===== src/rtl/serial_add_seq.sv =====
// Bit-serial add/subtract sequencer: one sum bit per clock through a
// two-half-adder chain with a registered carry between bits.
module serial_add_seq #(
    parameter int unsigned WIDTH = 8
) (
    input  logic             clk,
    input  logic             rst_n,
    input  logic             start,
    input  logic             sub,
    input  logic [WIDTH-1:0] op_a,
    input  logic [WIDTH-1:0] op_b,
    output logic             busy,
    output logic             done,
    output logic [WIDTH-1:0] sum,
    output logic             cout
);

    localparam int unsigned IDXW = (WIDTH > 1) ? $clog2(WIDTH) : 1;

    typedef enum logic [1:0] {
        S_IDLE = 2'd0,
        S_RUN  = 2'd1,
        S_DONE = 2'd2
    } state_t;

    state_t            r_state;
    state_t            w_state_nxt;
    logic [WIDTH-1:0]  r_a;
    logic [WIDTH-1:0]  r_b;
    logic [WIDTH-1:0]  r_part;
    logic [WIDTH-1:0]  w_part_nxt;
    logic [IDXW-1:0]   r_idx;
    logic              r_carry;
    logic              w_p;
    logic              w_g1;
    logic              w_s;
    logic              w_g2;
    logic              w_carry_nxt;
    logic              w_last;
    logic              w_busy_nxt;
    logic              w_done_nxt;

    // Two chained half adders on the current bit
    assign w_p         = r_a[r_idx] ^ r_b[r_idx];
    assign w_g1        = r_a[r_idx] & r_b[r_idx];
    assign w_s         = w_p ^ r_carry;
    assign w_g2        = w_p & r_carry;
    assign w_carry_nxt = w_g1 | w_g2;
    assign w_last      = (r_idx == IDXW'(WIDTH - 1));

    // Partial result including the bit formed this cycle
    always_comb begin
        w_part_nxt        = r_part;
        w_part_nxt[r_idx] = w_s;
    end

    // Next-state logic
    always_comb begin
        w_state_nxt = r_state;
        case (r_state)
            S_IDLE:  if (start) w_state_nxt = S_RUN;
            S_RUN:   if (w_last) w_state_nxt = S_DONE;
            S_DONE:  w_state_nxt = S_IDLE;
            default: w_state_nxt = S_IDLE;
        endcase
    end

    // Output decode, registered below
    always_comb begin
        w_busy_nxt = 1'b0;
        w_done_nxt = 1'b0;
        if (w_state_nxt != S_IDLE) w_busy_nxt = 1'b1;
        if (w_state_nxt == S_DONE) w_done_nxt = 1'b1;
    end

    // State register
    always_ff @(posedge clk or negedge rst_n) begin
        if (!rst_n) begin
            r_state <= S_IDLE;
            busy    <= 1'b0;
            done    <= 1'b0;
        end else begin
            r_state <= w_state_nxt;
            busy    <= w_busy_nxt;
            done    <= w_done_nxt;
        end
    end

    // Operand capture and serial datapath; sum/cout update only on DONE entry
    always_ff @(posedge clk or negedge rst_n) begin
        if (!rst_n) begin
            r_a     <= '0;
            r_b     <= '0;
            r_part  <= '0;
            r_idx   <= '0;
            r_carry <= 1'b0;
            sum     <= '0;
            cout    <= 1'b0;
        end else begin
            case (r_state)
                S_IDLE: begin
                    if (start) begin
                        r_a     <= op_a;
                        r_b     <= sub ? ~op_b : op_b;
                        r_carry <= sub;
                        r_idx   <= '0;
                        r_part  <= '0;
                    end
                end
                S_RUN: begin
                    r_part  <= w_part_nxt;
                    r_carry <= w_carry_nxt;
                    r_idx   <= r_idx + IDXW'(1);
                    if (w_last) begin
                        sum  <= w_part_nxt;
                        cout <= w_carry_nxt;
                    end
                end
                default: ;
            endcase
        end
    end

endmodule


===== config.mk =====
export PLATFORM = sky130hd
export DESIGN_NAME = serial_add_seq
export DESIGN_NICKNAME = d
export VERILOG_FILES = /design/src/rtl/serial_add_seq.sv
export SDC_FILE = /design/constraint.sdc
export NUM_CORES = 1
export LEC_CHECK = 0
export CORE_MARGIN = 4
export CORE_UTILIZATION = 57
export CTS_CLUSTER_SIZE = 20
export DETAILED_ROUTE_END_ITERATION = 8
export PLACE_DENSITY = 0.84
export SLEW_MARGIN = 20
export SYNTH_ARGS = -nofsm -noshare
export SYNTH_HDL_FRONTEND = slang
export SYNTH_SLANG_ARGS = --single-unit

===== constraint.sdc =====
create_clock -name clk -period 4.1 [get_ports clk]
set_input_delay 1.025 -clock clk [delete_from_list [all_inputs] [get_ports clk]]
set_output_delay 1.025 -clock clk [all_outputs]
set_load 0.03 [all_outputs]

* Yosys cells after proc, flatten, opt, wreduce, memory -nomap -nowiden *
Index checks and enable logic that the tools add are counted.

storage, ports and cells
  bits in registers = 41
  bits in latches = 0
  memory bits (writable) = 0
  memory bits (read-only) = 0
  input port bits = 20
  output and inout port bits = 11
  memories = 0

cells by class
  add/sub/neg operators = 1
  $mul = 0
  div/mod/pow operators = 0
  magnitude comparators = 2
  equal/unequal tests = 4
  shift operators = 0
  muxes and demuxes = 19
  bitwise gates (word level) = 6
  reduce and logical (&&, ||, !) cells = 7

operators with widths
  kind                 count
  $mux 8               2
  $pmux 8 s2           1
  $bwmux 8             1
  $not 8->8            1
  $bmux 1 s3           2
  $mux 1               6
  $pmux 3 s2           1
  $reduce_and 2->1     3
  $lt 3x4->1 const B   1
  $mux 2               2
  $pmux 2 s2           1
  $reduce_bool 2->1    2
  $add 3x1->3 const B  1
  $demux 1 s3          1
  $eq 3x3->1 const B   1
  $ge 3x1->1 const B   1
  $mux 3               1
  $and 1x1->1          2
  $eq 2x1->1 const B   1
  $eq 2x2->1 const B   1
  $logic_not 2->1      1
  $ne 2x2->1 const B   1
  $pmux 1 s2           1
  $xor 1x1->1          2
  2 further kinds      2

* Logic depth before layout (Yosys ltp) *
  depth after elaboration = 6
  mapped depth = 7
  depth with buffers taken out = 5

* Worst setup path after synthesis *
No wires, ideal clock.

  kind = flip-flop to flip-flop
  from = reg r_idx[0]
  to = reg r_part[7]
  setup time = 0.082 ns
  arrival time = 2.324 ns
  required time = 4.018 ns
  setup slack = 1.693 ns
  cell stages (with the launch flop) = 8
  clock period less this slack = 2.407 ns
  path through = dfrtp_1 > buf_6 > mux4_1 > mux2_2 > fa_1 > clkbuf_1 > nand2_1 > o22ai_1

between the ends
  word-level cells in the longest chain between the ends = 6
  elaborated cells between the ends (all ways) = 13
  those cells by class = 2 x order compare; 8 x mux; 2 x bitwise; 1 x reduce/logical

RTL lines
  what                                                                      line    source
  start, declared                                                           32      logic [IDXW-1:0] r_idx;
  start signal, assigned                                                    113     r_idx <= r_idx + IDXW'(1);
  $lt 3x4->1 (implied by the code) (tied with other cells)                  54      w_part_nxt[r_idx] = w_s;
  $logic_and 1x1->1 (implied by the code) / $mux 1 (equally long branches)  54, 44
  $mux 1 (implied by the code) / $xor 1x1->1 (equally long branches)        54, 44
  $demux 1 s3 / $xor 1x1->1 (equally long branches)                         54, 46
  $bwmux 8 *                                                                54
  $pmux 8 s2 *                                                              100     case (r_state)
  end signal, assigned                                                      111     r_part <= w_part_nxt;
  end, declared                                                             30      logic [WIDTH-1:0] r_part;

Mark *: on every way between the ends. The rest lies on a longest branch, timed or not. The select of a mux whose other input is x is not followed.
A chain may end at the register's enable or synchronous reset.

* Worst setup path in the final report *
  from = reg r_idx[0]
  to = reg r_part[3]

Same word-level chain as after synthesis.

==> summary.txt <==
STA
  • Relative max-transition margin: 0.401
  • Setup-failing EPs final: 0
  • Actual slew at the worst max-slew pin: 0.898 ns
  • Max Slew Vio Count: 0
  • Final setup TNS: 0 ns
  • Fmax: 0.345 GHz
  • RSZ-0062 raised after global routing: false
  • Final Critical Period: approximately 2.9 ns
  • Period utilization: 0.706
  • Max Clock Skew: about 0.014 ns
  • Final hold vios: 0

Logic synthesis
  • Syn Area/Cell: approximately 12 sq um
  • Mapped Area: just under 0.002 sq mm
  • Warnings from Yosys: 0
  • Seq cells post-synth: between 40 and 50
  • Sequential share of the synthesized area: 0.517
  • Net Count, Synth: 194
  • Post-Syn Instances: 171
  • Netlist cell types: 30

GRT
  • Global-route wire length before repair: 6.09 mm
  • Total congestion overflow: 0
  • Antenna violations before repair: 0
  • Vias in the first global route: ~1.4k
  • Total track usage: 0.183
  • Largest net degree at the start of global routing: 42

Worst setup path
  • Worst-path fanout max: 15
  • CP Launch Type: register
  • Reg-to-Reg Start: r_idx[0]$_DFFE_PN0P_
  • R2r setup slk: between 1 and 1.5 ns
  • Critical Path AT: 3.18 ns
  • WP data required: between 4 and 5 ns
  • R2R cell count: 5
  • Worst setup path startpoint: r_idx[0]$_DFFE_PN0P_
  • Reg-to-Reg End: r_part[3]$_DFFE_PN0P_
  • CP Cell Sequence: mux4_1 -> mux2_2 -> fa_1 -> nand2_1 -> o22ai_1
  • CP max stage cell: dfrtp_1
  • CP endpoint kind: register
  • Critical path type: reg2reg
  • Worst path max stage delay: approximately 0.74 ns

Clocking
  • Total CTS buffers: 5
  • H-tree depth: 2
  • CTS clk-pin slew, worst paths: ~0.13 ns
  • Worst skew pair latency: roughly 0.36 ns
  • # resized after CTS: 0
  • Clk buf depth: 2
  • Post-CTS Setup Bufs: 0
  • Clk sinks: 41
  • Root Buffer: clkbuf_4
  • CTS Hold Bufs: 0
  • Clock tree from TritonCTS: yes

Routing
  • Via Count: 1,311
  • Drt drc: 0
  • WL final: between 3 and 4 mm
  • WL/cell: between 10 and 15 microns
  • DRT iter0 DRCs: a little over 50
  • Vias per std cell: around 5.4
  • First-pass DRT Iterations: 2
  • Detail Route Antenna Nets: 0

Min path
  • Launch point of the worst hold path: r_a[5]$_DFFE_PN0P_
  • Hold endpoint: r_a[5]$_DFFE_PN0P_
  • Hold Crit Depth: 1
  • Type of the most critical hold path: reg2reg

Pwr
  • Max IR drop VDD: between 0.4 and 0.5 mV
  • PwrDens: roughly 830 mW/mm^2
  • Tot Pwr: between 1.5 and 2 mW
  • Flop pwr share: 0.377
  • Leakage: between 0.9 and 1 nW
  • Net Sw Frac: 0.412
  • Psw: 0.802 mW
  • Internal: approximately 1.1 mW
  • Clk pwr share: 0.118
  • Logic pwr share: 0.505

Final layout
  • Layout cells sized above 1: 0.137
  • Finished layout cell area: approximately 0.0023 sq mm
  • Diodes inserted: 0
  • Area Overhead vs Synth: 18.0%
  • NumNets Final: ~220
  • Fillers: 259
  • Final std cells w/o fill: 243
  • Core Util, Final: 0.702

Die
  • Chip Height: between 60 and 70 microns
  • IO Pins: 31
  • Die X: 67.0 microns
  • Full die area: approximately 0.0045 sq mm
  • Initial Util: 0.595
  • Core region area: 0.00334 sq mm
  • Rows: 21

Placement
  • DP Cell Count: approximately 240
  • GPL Wtd Cong: 0.812
  • IO buf count: 30
  • Cell area after placement: between 0.002 and 0.0025 sq mm
  • Hpwl dp: 2.34 mm

Flow run
  • Max-Cap Viols: 0

Status
  • Status: finished clean
-- worst max-delay path: cells and delay by family (launching register included) --
kind	cells	cell delay [ns]
multiplexers	2	0.91
flip-flops	1	0.74
adder cells (fa/ha/maj)	1	0.74
AO/OA/AOI/OAI	1	0.22
AND/OR/NAND/NOR	1	0.21
-- cell families (layout without fill, tap and decap cells) --
group / Yosys count / in the layout / share of synthesized area
flip-flops: 41 / 41 / 0.517
XOR/XNOR: 8 / 8 / 0.0353
AO/OA/AOI/OAI: 39 / 39 / 0.114
AND/OR/NAND/NOR: 38 / 38 / 0.107
buffers and inverters: 19 / 45 / 0.0504
multiplexers: 23 / 23 / 0.154
adder cells (fa/ha/maj): 3 / 3 / 0.0227
-- worst max-delay path by stage --
stage	endpoint	slack, ns	cells past startpoint
global route	r_part[7]$_DFFE_PN0P_	1.04	5
global placement	r_part[7]$_DFFE_PN0P_	1.26	5
floorplan	r_part[7]$_DFFE_PN0P_	1.69	7
CTS	r_part[7]$_DFFE_PN0P_	1.20	5
finish	r_part[3]$_DFFE_PN0P_	1.20	5
detailed placement	r_part[7]$_DFFE_PN0P_	1.21	5
-- cell type report --
type	count	area, sq um	share of cell area
Clock buffer	7	65.1	0.0278
Clock inverter	1	5.00	0.00214
Inverter	6	22.5	0.00962
Multi-Input combinational cell	111	863	0.369
Sequential cell	41	1030	0.438
Tap cell	46	57.6	0.0246
Timing Repair Buffer	31	303	0.129
-- registers in the layout (all words and copies together) (netlist names) --
| name | cells |
|---|---|
| cout | 1 |
| r_b | 8 |
| sum | 8 |
| done | 1 |
| r_carry | 1 |
| r_a | 8 |
| r_state | 2 |
| r_idx | 3 |
| r_part | 8 |
| busy | 1 |
-- cells in the final DEF, fill, tap and decap left out, types with 2 or more instances in the layout --
cell type	n
dfrtp_1	41
a21oi_1	22
ha_1	2
inv_1	6
nand2_1	7
mux4_1	3
clkbuf_4	5
o22ai_1	5
nor3b_2	3
nand3b_1	3
nor2_1	16
o21ai_0	4
clkdlybuf4s50_1	29
o21bai_1	5
a22o_1	3
and3b_1	3
clkbuf_8	2
mux2_2	11
mux2i_1	8
xnor2_1	8
-- metrics by stage --
stage,worst slack [ns],hold slack [ns]
after CTS,1.20,0.514
after global routing,1.04,0.527
after global placement,1.26,0.482
after floorplan,1.69,0.465
after detailed placement,1.21,0.486
final,1.20,0.507
-- cells in the mapped netlist --
cell type   n  share of area
clkbuf_1    2         0.0038
buf_6       2          0.011
fa_1        1          0.010
or3b_4      1         0.0057
xnor2_1     8          0.035
o21bai_1    5          0.019
nand3_1     1         0.0025
mux4_1      3          0.040
and3b_1     3          0.013
o21ai_0     4          0.010
nand3b_1    3          0.011
nor3_2      1         0.0050
and2_1      1         0.0032
nor2b_1     1         0.0032
o22ai_1     5          0.016
nor3b_1     1         0.0038
mux4_2      1          0.011
nor2_1     16          0.030
mux2i_1     8          0.040
a21oi_1    22          0.055
inv_1       6          0.011
buf_4       1         0.0038
dfrtp_1    41           0.52
ha_1        2          0.013
nor3b_2     2          0.013
a22o_1      3          0.013
mux2_2     11          0.062
nand2b_1    1         0.0032
nand2_1     7          0.013
buf_2       8          0.020
-- power groups by stage --
| stage | logic [mW] | clock network [mW] | registers [mW] |
|---|---|---|---|
| 2_1_floorplan | 0.699 | 0 | 0.765 |
| 3_5_place_dp | 0.980 | 0 | 0.742 |
| 5_1_grt | 1.08 | 0.253 | 0.760 |
| 6_report | 0.984 | 0.230 | 0.734 |
| 3_3_place_gp | 0.954 | 0 | 0.727 |
| 4_1_cts | 0.988 | 0.235 | 0.734 |
-- layer usage --
| layer | up-vias | track usage | wire [microns] |
|---|---|---|---|
| met2 | 30 | 0.309 | 1700 |
| met5 | - | 0 | 0 |
| met1 | 627 | 0.220 | 1590 |
| met4 | 0 | 0.0608 | 48 |
| li1 | 649 | - | - |
| met3 | 5 | 0.0590 | 156 |
No activity file was read; power rests on OpenSTA's default activity.
